File: src/rtl/syscall_pkg.sv
// Shared syscall definitions: call codes, FSM state encoding and counter width.
// Imported by the issuer top level and by its timer.
package syscall_pkg;

    localparam int CNT_W = 8;

    localparam logic [15:0] CODE_EXIT         = 16'd0;
    localparam logic [15:0] CODE_STORE        = 16'd1;
    localparam logic [15:0] CODE_LOAD         = 16'd2;
    localparam logic [15:0] CODE_PRINT_INT    = 16'd3;
    localparam logic [15:0] CODE_PRINT_CHAR   = 16'd4;
    localparam logic [15:0] CODE_PRINT_STR    = 16'd5;
    localparam logic [15:0] CODE_VID_ACTIVATE = 16'd6;
    localparam logic [15:0] CODE_VID_CLEAR    = 16'd7;
    localparam logic [15:0] CODE_VID_WRITE    = 16'd8;

    typedef enum logic [2:0] {
        IDLE      = 3'd0,
        SETUP     = 3'd1,
        ASSERT    = 3'd2,
        WAIT_LOAD = 3'd3,
        RESP      = 3'd4,
        GAP       = 3'd5,
        HALT      = 3'd6
    } state_t;

    // The CPU is held off while a call is in flight and forever once halted.
    function automatic logic is_stall_state(input state_t s);
        return (s == SETUP) || (s == ASSERT) || (s == WAIT_LOAD) ||
               (s == RESP)  || (s == HALT);
    endfunction

endpackage

File: src/rtl/syscall_timer.sv
// Loadable down-counter that stops at zero; sequences ASSERT, WAIT_LOAD and GAP.
// o_zero is high whenever the count has reached zero.
module syscall_timer
    import syscall_pkg::*;
(
    input  logic             clk,
    input  logic             clear,
    input  logic             i_load,
    input  logic [CNT_W-1:0] i_load_val,
    output logic             o_zero
);

    logic [CNT_W-1:0] r_count;

    always_ff @(posedge clk) begin
        if (clear) begin
            r_count <= '0;
        end else if (i_load) begin
            r_count <= i_load_val;
        end else if (r_count != '0) begin
            r_count <= r_count - 1'b1;
        end
    end

    assign o_zero = (r_count == '0);

endmodule

File: src/rtl/syscall_issuer.sv
// Syscall issuer: latches a CPU request, strobes it to the responder, optionally
// waits for load data, returns a one-cycle response and enforces a gap between calls.
module syscall_issuer
    import syscall_pkg::*;
#(
    parameter int HOLD_CYCLES  = 2,
    parameter int GAP_CYCLES   = 2,
    parameter int LOAD_TIMEOUT = 16
)(
    input  logic        clk,
    input  logic        clear,
    input  logic        req_valid,
    input  logic [15:0] req_code,
    input  logic [15:0] req_arg1,
    input  logic [15:0] req_arg2,
    output logic        req_ready,
    output logic        sys_signal,
    output logic [47:0] sysregs,
    input  logic        load_signal,
    input  logic [15:0] load_data,
    output logic        resp_valid,
    output logic [15:0] resp_data,
    output logic        resp_err,
    output logic        stall,
    output logic        halted
);

    // Timer counts down to zero, so each phase loads its length minus one.
    localparam logic [CNT_W-1:0] HOLD_LOAD = CNT_W'(HOLD_CYCLES - 1);
    localparam logic [CNT_W-1:0] GAP_LOAD  = CNT_W'(GAP_CYCLES - 1);
    localparam logic [CNT_W-1:0] WAIT_LOAD_VAL = CNT_W'(LOAD_TIMEOUT - 1);

    state_t           r_state;
    state_t           w_state_next;
    logic [47:0]      r_sysregs;
    logic             r_sys_signal;
    logic             r_resp_valid;
    logic [15:0]      r_resp_data;
    logic             r_resp_err;
    logic             r_stall;
    logic             r_halted;
    logic             r_req_ready;

    logic             w_accept;
    logic             w_timer_load;
    logic [CNT_W-1:0] w_timer_val;
    logic             w_timer_zero;
    logic             w_resp_load;
    logic [15:0]      w_resp_data_next;
    logic             w_resp_err_next;
    logic [15:0]      w_code;

    assign w_code = r_sysregs[15:0];

    syscall_timer u_timer (
        .clk        (clk),
        .clear      (clear),
        .i_load     (w_timer_load),
        .i_load_val (w_timer_val),
        .o_zero     (w_timer_zero)
    );

    always_comb begin
        w_state_next     = r_state;
        w_accept         = 1'b0;
        w_timer_load     = 1'b0;
        w_timer_val      = '0;
        w_resp_load      = 1'b0;
        w_resp_data_next = 16'h0000;
        w_resp_err_next  = 1'b0;
        case (r_state)
            IDLE: begin
                if (req_valid) begin
                    w_accept     = 1'b1;
                    w_state_next = SETUP;
                end
            end
            SETUP: begin
                w_state_next = ASSERT;
                w_timer_load = 1'b1;
                w_timer_val  = HOLD_LOAD;
            end
            ASSERT: begin
                if (w_timer_zero) begin
                    if (w_code == CODE_EXIT) begin
                        w_state_next = HALT;
                    end else if (w_code == CODE_LOAD) begin
                        w_state_next = WAIT_LOAD;
                        w_timer_load = 1'b1;
                        w_timer_val  = WAIT_LOAD_VAL;
                    end else begin
                        w_state_next = RESP;
                        w_resp_load  = 1'b1;
                    end
                end
            end
            WAIT_LOAD: begin
                // A load arriving on the last allowed cycle still wins over the timeout.
                if (load_signal) begin
                    w_state_next     = RESP;
                    w_resp_load      = 1'b1;
                    w_resp_data_next = load_data;
                end else if (w_timer_zero) begin
                    w_state_next     = RESP;
                    w_resp_load      = 1'b1;
                    w_resp_data_next = 16'hFFFF;
                    w_resp_err_next  = 1'b1;
                end
            end
            RESP: begin
                w_state_next = GAP;
                w_timer_load = 1'b1;
                w_timer_val  = GAP_LOAD;
            end
            GAP: begin
                if (w_timer_zero) begin
                    w_state_next = IDLE;
                end
            end
            HALT: begin
                w_state_next = HALT;
            end
            default: begin
                w_state_next = IDLE;
            end
        endcase
    end

    // Outputs are registered copies of what the next state implies, so they line up with r_state.
    always_ff @(posedge clk) begin
        if (clear) begin
            r_state      <= IDLE;
            r_sysregs    <= '0;
            r_sys_signal <= 1'b0;
            r_resp_valid <= 1'b0;
            r_resp_data  <= 16'h0000;
            r_resp_err   <= 1'b0;
            r_stall      <= 1'b0;
            r_halted     <= 1'b0;
            r_req_ready  <= 1'b1;
        end else begin
            r_state <= w_state_next;
            if (w_accept) begin
                r_sysregs <= {req_arg2, req_arg1, req_code};
            end
            if (w_resp_load) begin
                r_resp_data <= w_resp_data_next;
                r_resp_err  <= w_resp_err_next;
            end
            r_sys_signal <= (w_state_next == ASSERT);
            r_resp_valid <= (w_state_next == RESP);
            r_stall      <= is_stall_state(w_state_next);
            r_halted     <= (w_state_next == HALT);
            r_req_ready  <= (w_state_next == IDLE);
        end
    end

    assign req_ready  = r_req_ready;
    assign sys_signal = r_sys_signal;
    assign sysregs    = r_sysregs;
    assign resp_valid = r_resp_valid;
    assign resp_data  = r_resp_data;
    assign resp_err   = r_resp_err;
    assign stall      = r_stall;
    assign halted     = r_halted;

endmodule

File: config.mk
export PLATFORM = sky130hd
export DESIGN_NAME = syscall_issuer
export DESIGN_NICKNAME = d
export VERILOG_FILES = /design/src/rtl/syscall_pkg.sv /design/src/rtl/syscall_timer.sv /design/src/rtl/syscall_issuer.sv
export SDC_FILE = /design/constraint.sdc
export NUM_CORES = 1
export LEC_CHECK = 0
export CORE_UTILIZATION = 42
export DETAILED_ROUTE_END_ITERATION = 8
export DONT_BUFFER_PORTS = 1
export MAX_ROUTING_LAYER = met4
export PLACE_DENSITY = 0.64
export SLEW_MARGIN = 15
export SYNTH_ARGS = -nofsm -noshare
export SYNTH_HDL_FRONTEND = slang
export SYNTH_SLANG_ARGS = --single-unit
File: constraint.sdc
create_clock -name clk -period 2.2 [get_ports clk]
set_clock_uncertainty 0.2 [all_clocks]
set_input_delay 0.22 -clock clk [delete_from_list [all_inputs] [get_ports clk]]
set_output_delay 0.22 -clock clk [all_outputs]
set_load 0.1 [all_outputs]
**Word-level counts from Yosys, hierarchy flattened**

Cells that the tools add are included.

- Add/sub/neg operators: 1
- Equality and inequality tests: 12
- Multiplexer cells: 31
- Reduce and logical (&&, ||, !) cells: 11

Operators by type and width:

| kind | number |
|---|---|
| 16-bit 2-to-1 mux | 3 |
| 3-bit 2-to-1 mux | 7 |
| 3-bit one-hot mux with 7 select lines | 1 |
| 16-bit by 2-bit == test with 1-bit output, second input constant | 1 |
| 16-bit zero test | 1 |
| 8-bit 2-to-1 mux | 2 |
| 3-bit == test, second input constant | 5 |
| 3-bit by 2-bit == test with 1-bit output, second input constant | 4 |
| 1-bit 2-to-1 mux | 12 |
| 4-bit 2-to-1 mux | 3 |
| 8-bit zero test | 1 |
| 4-bit one-hot mux with 2 select lines | 1 |
| 8-bit nonzero test | 1 |
| 8-bit by 1-bit subtractor with 8-bit output, second input constant | 1 |
| 3-bit by 1-bit == test with 1-bit output, second input constant | 2 |
| 3-bit zero test | 2 |
| 1-bit logical OR | 4 |
| 1-bit one-hot mux with 2 select lines | 2 |
| 2-bit nonzero test | 1 |
| 2-bit OR reduction | 1 |

- Bits in registers: 81
- Input port bits: 68
- Output and inout bits: 70

**Longest topological paths before layout**

- Depth in word-level cells: 10
- Depth in mapped cells: 10
- Gate-level depth less buffers: 8

**Cells and area by module**

From an unflattened synthesis, not the netlist that was laid out.

- Cell total of the unflattened synthesis: 392
- Area total of the unflattened synthesis: 3,383.2 um^2

By module, submodules not included:

| module | times used | cells each | area an instance (um^2) | sequential area each (um^2) |
|---|---|---|---|---|
| syscall_issuer | 1 | 339 | 2,907.8 | 1,461.4 |
| syscall_timer | 1 | 53 | 475.5 | 160.2 |

**Least setup slack after synthesis**

No wires, ideal clock.

- Path type: reg-to-reg
- Start point: register r_sysregs[1], in the netlist sysregs[1]
- End point: register r_req_ready, in the netlist req_ready
- Data arrival time: 2.228 ns
- Required time: 1.880 ns
- Setup slack: -0.348 ns
- Stages on the path, launching flop included: 7
- Cells stage by stage: dfxtp_1 > nor4b_1 > and4_1 > nand3_1 > and3_1 > and3_4 > or2_1

- Cells in the longest elaborated chain, start to end: 6
- Elaborated cells on any way between the ends: 7
- Classes of those cells: eq/ne (1); mux (4); reduce/logical (2)

Ends and longest elaborated chain:

| element | RTL line | RTL |
|---|---|---|
| start, declared | syscall_issuer.sv:35 | `logic [47:0] r_sysregs;` |
| start signal, assigned | syscall_issuer.sv:144 | `r_sysregs <= {req_arg2, req_arg1, req_code};` |
| 16-bit by 2-bit == test with 1-bit output | syscall_issuer.sv:87 | `end else if (w_code == CODE_LOAD) begin` |
| 3-bit 2-to-1 mux | syscall_issuer.sv:87 |  |
| 3-bit 2-to-1 mux (*) | syscall_issuer.sv:85 | `if (w_code == CODE_EXIT) begin` |
| 3-bit 2-to-1 mux (*) | syscall_issuer.sv:84 | `if (w_timer_zero) begin` |
| 3-bit one-hot mux with 7 select lines (*) | syscall_issuer.sv:71 | `case (r_state)` |
| 3-bit zero test (*) | syscall_issuer.sv:154 | `r_req_ready <= (w_state_next == IDLE);` |
| end signal, assigned | syscall_issuer.sv:154 |  |
| end, declared | syscall_issuer.sv:42 | `logic r_req_ready;` |

Mark *: on every way between the ends. The rest lies on a longest branch, timed or not.
A chain may end at the register's enable or synchronous reset.

**Worst setup path after layout**

- Start point: register u_timer.r_count[4]
- End point: register r_stall, in the netlist stall

- Cells in the longest elaborated chain, start to end: 9
- Elaborated cells on any way between the ends: 15
- Classes of those cells: eq/ne (5); mux (5); reduce/logical (5)

Ends and longest elaborated chain:

| element | RTL line | RTL |
|---|---|---|
| start, declared | syscall_timer.sv:13 | `logic [CNT_W-1:0] r_count;` |
| start signal, assigned | syscall_timer.sv:19 | `r_count <= i_load_val;` |
| start signal, assigned | syscall_timer.sv:21 | `r_count <= r_count - 1'b1;` |
| 8-bit zero test (*) | syscall_timer.sv:25 | `assign o_zero = (r_count == '0);` |
| 3-bit 2-to-1 mux | syscall_issuer.sv:103 | `end else if (w_timer_zero) begin` |
| 3-bit 2-to-1 mux | syscall_issuer.sv:99 | `if (load_signal) begin` |
| 3-bit one-hot mux with 7 select lines (*) | syscall_issuer.sv:71 |  |
| 3-bit by 1-bit == test with 1-bit output / 3-bit by 2-bit == test with 1-bit output (equally long branches) | syscall_pkg.sv:29 | `return (s == SETUP) \|\| (s == ASSERT) \|\| (s == WAIT_LOAD) \|\|` |
| 1-bit logical OR (3 in a row) | syscall_pkg.sv:29 |  |
| 1-bit logical OR (*) | syscall_pkg.sv:30 | `(s == RESP) \|\| (s == HALT);` |
| end signal, assigned | syscall_issuer.sv:152 | `r_stall <= is_stall_state(w_state_next);` |
| end, declared | syscall_issuer.sv:40 | `logic r_stall;` |

Marked as above.

==> impl_metrics.env <==
export IMPL_drc_errors=0
export IMPL_multiInputGateArea_um2=1520
export IMPL_clock_path_buffers=2
export IMPL_wire_per_inst_um=14.0
export IMPL_start_kind="register"
export IMPL_ys_top_cells_by_area="dfxtp_1 51%, nand2_1 12%, a21oi_1 9.0%"
export IMPL_firstDrtPassIters=4
export IMPL_rows=31
export IMPL_antenna_cells=0
export IMPL_routabilityCongestion=0.790
export IMPL_holdCritPathClass="in -> reg"
export IMPL_synth_area_um2=3150
export IMPL_yosysWarnings=0
export IMPL_drive_gt1_frac=0.306
export IMPL_synth_nets=446
export IMPL_critPathCaptureType="register"
export IMPL_violations="hold timing, setup timing"
export IMPL_area_growth_pct=45.9
export IMPL_worstMarginPinSlew_ns=0.438
export IMPL_grt_pass1_wl_mm=12.5
export IMPL_worstPathRequired_ns=2.22
export IMPL_core_area_um2=7250
export IMPL_routed_wl_mm=8.34
export IMPL_rsz0062_at_grt="yes"
export IMPL_setup_ws_ns=-0.0428
export IMPL_hold_ws_ns=-0.265
export IMPL_cts_tree="built"
export IMPL_synthCells=376
export IMPL_power_total_mw=7.03
export IMPL_clk_pin_slew_ns=0.08
export IMPL_ir_drop_uv=686
export IMPL_initial_core_util=0.435
export IMPL_regArea_um2=1650
export IMPL_synth_top_cells_by_count="104 x nand2_1, 81 x dfxtp_1, 57 x a21oi_1"
export IMPL_slew_headroom=0.708
export IMPL_hold_buffers=33
export IMPL_fillers=635
export IMPL_chipWidth_um=88.7
export IMPL_cts_buffers=9
export IMPL_synthFlopType="dfxtp_1"
export IMPL_ys_ff_latch=81
export IMPL_grtUsageTotal=0.217
export IMPL_synthDistinctLibCells=41
export IMPL_worstPathArrival_ns=2.27
export IMPL_io_buffers=0
export IMPL_netlist_area_leader_share=0.514
export IMPL_grt_max_degree=63
export IMPL_post_route_period_util=1.02
export IMPL_drt_iter0_drc=72
export IMPL_fmax_ghz=0.446
export IMPL_path_max_fanout=4
export IMPL_clockRootBuffer="clkbuf_8"
export IMPL_via_per_inst=4.95
export IMPL_synth_enable_flop_cells=0
export IMPL_die_area_um2=7860
export IMPL_ff2ff_setup_slack_ns=-0.04
export IMPL_synth_async_reset_ratio=0
export IMPL_dpl_hpwl_mm=5.23
export IMPL_hold_violations=77
export IMPL_num_vias=2944
export IMPL_critPathKind="reg -> reg"
export IMPL_status="finished, violations left"
export IMPL_power_density_nw_per_um2=1530
export IMPL_preCtsSetupSlack_ns=-0.164
export IMPL_cap_violations=0
export IMPL_antenna_found_initial=0
export IMPL_ant_nets=0
export IMPL_cts_sinks=81
export IMPL_clk_latency_ns=0.34
export IMPL_ys_seq_area_frac=0.514
export IMPL_overflow=0
export IMPL_setup_viol=8
export IMPL_netlist_top_cell_by_area="dfxtp_1"
export IMPL_grt_pass1_vias=2807
export IMPL_die_h_um=88.7
export IMPL_leakagePower_nw=1.92
export IMPL_min_period_ns=2.24
export IMPL_synth_most_common_cell="nand2_1"
export IMPL_fin_setup_tns_ns=-0.128
export IMPL_cts_htree_levels=3
export IMPL_avgSynthCellArea_um2=8.39
export IMPL_ios=138
export IMPL_finalMaxSlewViolations=0
export IMPL_finalNetCount=561
-- worst max-delay path: stages, from the launching register on --
cell and delay [ns]:
dfxtp_2 0.32, or4_4 0.55, nor3_4 0.26, buf_6 0.14, nand2_4 0.04, buf_6 0.12, o221ai_4 0.22, and3_4 0.23
nor4_2 0.04
-- power by group --
group          internal [mW]  total, mW  switching [mW]
sequential              1.77       1.91           0.143
clock                  0.552       1.08           0.524
combinational           1.32       4.04            2.72
total                   3.64       7.03            3.39
-- layout by cell type, fill, tap and decap left out, types with 4 or more instances in the layout --
cell type	count
dlygate4sd3_1	33
o21ai_0	4
a21oi_1	56
xnor2_1	6
dfxtp_2	17
nor4_1	4
inv_1	5
o2bb2ai_1	16
nand2_1	104
clkbuf_8	10
buf_6	5
buf_4	89
nor2b_1	16
nor3_1	6
nand2b_1	4
dfxtp_1	63
nor2_1	13
-- layout make-up --
class                   instances  share of cell area
clock buffers                  11              0.0307
flip-flops and latches         81               0.358
clock inverters                 5              0.0120
multi-input cells             265               0.331
inverters                       5             0.00408
repair buffers                129               0.238
well taps                      99              0.0269
-- sequential cells by signal (all words and copies together) (netlist names), 3 cells and up --
signal,flops
u_timer.r_count,8
r_state,3
resp_data,16
sysregs,48
-- logic make-up after synthesis --
family,after synthesis,share of synthesized area
buffers and inverters,30,0.0385
AO/OA/AOI/OAI,82,0.155
XOR/XNOR,7,0.0194
multiplexers,1,0.00317
AND/OR/NAND/NOR,173,0.261
adder cells (fa/ha/maj),2,0.00793
flip-flops,81,0.514
-- through the flow --
step | cells | utilization | instance area [um2]
after floorplan | 376 | - | 3180
after global placement | 539 | 0.537 | 3900
after detailed placement | 539 | 0.537 | 3900
after CTS | 588 | 0.615 | 4460
after global routing | 595 | 0.635 | 4600
final | 595 | 0.635 | 4600
-- routing by layer --
layer  global-route usage  wire, um
met1                0.237      3580
met2                0.371      4040
met3               0.0700       576
met4               0.0762       154
met5                    -         0
-- repair_timing --
action	in CTS	in global routing
setup endpoints to repair	21	22
buffers inserted	0	7
pin swaps	2	10
gates resized for setup	8	18
endpoints found under the hold margin	81	77
-- path summary, 6_finish.rpt --
kind	start	to	depth (start not counted)
min	clear	sysregs[12]	1
max	u_timer.r_count[4]	stall	8
min reg2reg	sysregs[43]	sysregs[43]	2
max reg2reg	u_timer.r_count[4]	stall	8
Power figures use the tool's default switching activity.
==> patch 1 (config.mk and constraints unchanged) <==
The package constant `CNT_W` goes from 8 to 10.
--- a/src/rtl/syscall_pkg.sv
+++ b/src/rtl/syscall_pkg.sv
@@ -3,5 +3,5 @@
 package syscall_pkg;
 
-    localparam int CNT_W = 8;
+    localparam int CNT_W = 10;
 
     localparam logic [15:0] CODE_EXIT         = 16'd0;
Function: no difference found for any inputs over 4 cycles, from zero or initial values; that may be too few to reach the edited logic, so the function may still have changed.
==> patch 1 against the original RTL <==
The run ends with negative setup slack left. Worst setup slack got worse by 0.016 ns. Critical path depth grew 1. Sequential power increased by 8%. Wire length up 9.4%. Area after synthesis rose by 5.5%. Via count is 8.5% higher. Total power rose by 7.5%. Sequential cell count up 2. First-iteration DRC count is 57% higher. Maximum frequency decreased by 0.69%. Non-clock buffer count increased by 25. Final area rose by 9.6%. Final cell count rose by 6.1%.
==> patch 1: results (changes against the original RTL) <==
Cells and area
  • Clk_buf instances: 10 (was 11)
  • Layout net count: 594 (was 561)
  • Non-CTS buffers: 154 (was 129)
  • FF/Latch Area: 1680 sq um (was 1650 sq um)
  • Buffer share of cell area: 27.3% (was 23.8%)
  • Fill cells: 611 (was 635)
  • ClkCell Share: 4.29% (was 4.27%)

Logic synthesis
  • Area contributors post-synth: dfxtp_1 (50%), nand2_1 (12%), a21oi_1 (8.1%) (was dfxtp_1 (51%), nand2_1 (12%), a21oi_1 (9.0%))
  • Post-synthesis sequential area ratio: 49.9% (was 51.4%)
  • Post-synthesis mux area share: 0.301% (was 0.317%)
  • Post-synthesis compound-gate area fraction: 17.7% (was 15.5%)
  • Area share of fa/ha/maj cells after synthesis: 0.752% (was 0.793%)
  • Synth Area in XOR/XNOR: 1.84% (was 1.94%)
  • Count of cell types in the netlist: 49 (was 41)
  • Post-synth net total: 452 (was 446)

Setup path
  • Worst Path Arrival: 2.35 ns (was 2.27 ns)
  • R2r worst-path depth: 9 (was 8)

STA
  • Final Setup Violations: 22 (was 8)
  • Setup ws final: -0.0584 ns (was -0.0428 ns)
  • Slew @ Worst Pin: 0.744 ns (was 0.438 ns)

Placement
  • Pre-CTS setup slack: -0.0978 ns (was -0.164 ns)
  • Post-DP HPWL: 5.38 mm (was 5.23 mm)

Power and ir drop
  • VDD IR max: 0.000801 V (was 0.000686 V)
  • Pwr Total: 7.56 mW (was 7.03 mW)
  • Switching pwr: 3.73 mW (was 3.39 mW)
  • Seq pwr: 2.06 mW (was 1.91 mW)

Route
  • Routed length per instance: 14.5 um (was 14.0 um)
  • Initial DRC Count: 113 (was 72)

Worst hold path
  • WHS Endpoint: resp_data[11]$_SDFFE_PP0P_ (was sysregs[12]$_SDFFE_PP0P_)
  • Hold path cells: 3 (was 1)

Global route
  • Vias in the first global route: 2984 (was 2807)
  • Maximum number of pins on one net before global-route repair: 59 (was 63)
  • First-pass GRT wire length: 13.3 mm (was 12.5 mm)

Clocking
  • Post-CTS Setup Bufs: 4 (was 0)

Run status
  • Failing checks: negative setup slack (was negative hold slack, negative setup slack)
  • Outcome: finished with violations (unchanged)
patch 1: cell count changes in the layout (fill, tap and decap cells not counted), sizes merged, moves of 4 or more:
cell | unedited run | this run
dlygate4sd3 | 33 | 68
a22o | 0 | 17
o2bb2ai | 16 | 0
nor2b | 16 | 1
nand2b | 4 | 18
buf | 96 | 86
nor2 | 14 | 18
o21ai | 5 | 1
patch 1: through the flow:
step                      hold slack (ns)  instance area (sq um)
after detailed placement           0.0981                   4000
final                              0.0660                   5050
after floorplan                    0.0961                   3360
after global placement              0.100                   4000
after global routing               0.0451                   5050
after CTS                          -0.283                   4520
patch 1: metal layers:
layer  global-route usage [%]  part of all wire (%)  up-vias
met3                     6.28                   6.5       20
met2                     34.5                    50      115
li1                         -                     -     1576
met1                     23.0                    41     1482
met4                     7.41                   1.8        0
met5                        -                     0        -
patch 1: worst min-delay path, cell delays in order:
cell	delay, ns
a21oi_4	0.02
buf_12	0.13
a22o_1	0.20
==> patch 2 (same flow settings) <==
Made on the original files. Re-encode `state_t` (7 states) as Gray code, 3 bits wide.
--- a/src/rtl/syscall_pkg.sv
+++ b/src/rtl/syscall_pkg.sv
@@ -16,11 +16,11 @@
 
     typedef enum logic [2:0] {
-        IDLE      = 3'd0,
-        SETUP     = 3'd1,
-        ASSERT    = 3'd2,
-        WAIT_LOAD = 3'd3,
-        RESP      = 3'd4,
-        GAP       = 3'd5,
-        HALT      = 3'd6
+        IDLE      = 3'b000,
+        SETUP     = 3'b001,
+        ASSERT    = 3'b011,
+        WAIT_LOAD = 3'b010,
+        RESP      = 3'b110,
+        GAP       = 3'b111,
+        HALT      = 3'b101
     } state_t;
 
Function: no difference found for any inputs over 10 cycles, from zero or initial values; not proved beyond that.
==> patch 2 against the original RTL <==
Worst setup slack better by 0.15 ns. Wire length up 21%. Total power up 12%. Sequential share of layout area down 2.8 points. Area after synthesis is 6.0% higher. Global-route usage is 1.5 points higher. Final area rose by 8.5%. Via count rose by 16%. Critical path depth down 2. Count of clock-buffer cells in the layout up 1. Critical path type unchanged. Highest routed layer unchanged. Sequential cell count did not move. Core utilization is 1.2 points higher.
==> patch 2: results (changes against the original RTL) <==
Run status
  • Outcome: finished clean (was finished with violations)

Global route
  • Vias in the first global route: 3316 (was 2807)
  • Maximum number of pins on one net before global-route repair: 74 (was 63)
  • GRT Util Overall: 23.2% (was 21.7%)
  • First-pass GRT wire length: 15.0 mm (was 12.5 mm)
  • Initial antenna violation count: 0 (unchanged)

Logic synthesis
  • Post-synth top flop: dfxtp_1 (unchanged)
  • Syn. warnings: 0 (unchanged)
  • Post-synth net total: 469 (was 446)
  • Post-synthesis sequential area ratio: 48.5% (was 51.4%)
  • Commonest cells in the netlist: nand2_1 (104), dfxtp_1 (81), a21oi_1 (63) (was nand2_1 (104), dfxtp_1 (81), a21oi_1 (57))
  • Count of cell types in the netlist: 52 (was 41)
  • Area contributors post-synth: dfxtp_1 (49%), nand2_1 (12%), a21oi_1 (9.4%) (was dfxtp_1 (51%), nand2_1 (12%), a21oi_1 (9.0%))
  • Asr flop ratio synth: 0% (unchanged)
  • Cells after Synth: 399 (was 376)

Clocking
  • Clk_lat worst skew: 0.35 ns
  • H-Tree Depth: 3 (unchanged)
  • Root buf cell: clkbuf_8 (unchanged)
  • Clock buffer depth: 2 (unchanged)
  • CTS buffer count: 9 (unchanged)
  • CTS clk-pin slew, worst paths: 0.08 ns (about the same)

Placement
  • Placer Congestion: 0.820 (was 0.790)
  • Post-DP Area: 4010 sq um (was 3900 sq um)
  • Post-DP HPWL: 5.56 mm (was 5.23 mm)
  • IO buf count: 0 (unchanged)
  • Placed instance count: 555 (was 539)

Cells and area
  • # diodes: 0 (unchanged)
  • Layout cells sized above 1: 27.3% (was 30.6%)
  • Layout net count: 608 (was 561)
  • Max reg flops: 48 (unchanged)
  • Final std cells w/o fill: 645 (was 595)

STA
  • Endpoints failing hold: 0 (was 77)
  • Slew @ Worst Pin: 0.541 ns (was 0.438 ns)
  • Final Max Tran Viols: 0 (unchanged)

Setup path
  • Crit-path max FO: 4 (unchanged)
  • Largest stage delay on the critical path: 0.52 ns (was 0.55 ns)
  • Worst Path Arrival: 2.12 ns (was 2.27 ns)
  • Slowest cell on the critical path: or4_4 (unchanged)
  • Cell family with most CP delay: simple AND/OR/NAND/NOR gates (unchanged)

Worst hold path
  • Class of the worst hold path: in2reg (unchanged)

Route
  • Initial DRC Count: 206 (was 72)
  • Pre-antenna DRT Iters: 4 (unchanged)
  • Drt via density: 5.29 (was 4.95)
  • ANT nets after route: 0 (unchanged)
  • Routed WL: 10.1 mm (was 8.34 mm)

Power and ir drop
  • Leakage dissipation: 2.03 nW (was 1.92 nW)
  • VDD IR max: 0.000756 V (was 0.000686 V)
[patch 2: changes by cell type in the layout (fill, tap and decap cells not counted), moves of 8 or more]
cell / change
dlygate4sd3_1: +33
nor2b_1: -16
o2bb2ai_1: -15
o21ai_0: +12
a21oi_2: +10
buf_4: -8
nand3_2: +8
[patch 2: cell families after synthesis]
logic type	count (synthesis)	synth area share, %
xor+xnor	7	1.83
flops	81	48.5
fa+ha+maj	2	0.748
buf+inv	32	4.64
compound gates	106	18.5
simple gates	171	25.8
[patch 2: metal layers]
| layer | routed length (um) | track usage [%] |
|---|---|---|
| met1 | 3940 | 24.0 |
| met2 | 5220 | 40.7 |
| met3 | 556 | 5.61 |
| met4 | 349 | 12.7 |
| met5 | 0 | - |
[patch 2: final cells by class]
| type | instances | area [sq um] |
|---|---|---|
| fill | 622 | 2730 |
| sequential | 81 | 1650 |
| multi-input combinational | 286 | 1600 |
| timing repair buffer | 156 | 1430 |
| clock buffer | 12 | 145 |
| tap | 102 | 128 |
| clock inverter | 4 | 27.5 |
| inverter | 4 | 15.0 |
[patch 2: report_power, final]
group          switching (mW)  internal [mW]
Sequential              0.247           1.85
Combinational            3.43           1.37
Clock                   0.538          0.443
Total                    4.22           3.67
[patch 2: final timing paths]
path,startpoint,endpoint,slack [ns],depth (start not counted)
setup / recovery,sysregs[2]$_SDFFE_PP0P_,stall$_SDFF_PP0_,0.10,6
hold / removal,clear,r_state[1]$_SDFF_PP0_,0.01,2
setup reg to reg,sysregs[2]$_SDFFE_PP0P_,stall$_SDFF_PP0_,0.10,6
hold reg to reg,sysregs[39]$_SDFFE_PP0P_,sysregs[39]$_SDFFE_PP0P_,0.26,2
[patch 2: timing repair]
action	4_1_cts	5_1_grt
setup endpoints to repair	1	25
gates resized for setup	1	10
cloned	0	3
hold buffers	67	0
hold endpoints to repair	78	0
pin swaps	5	2
buffers inserted	2	2
[patch 2: stage by stage]
stage	utilization, %	hold WS (ns)	setup slack [ns]	TNS (ns)
after floorplan	-	0.146	-0.00895	-0.00895
after global placement	51.9	0.0989	0.0659	0
after detailed placement	51.9	0.101	0.0138	0
after CTS	63.4	0.00417	0.0103	0
after global routing	64.6	0.0259	0.00529	0
final	64.6	0.0137	0.103	0
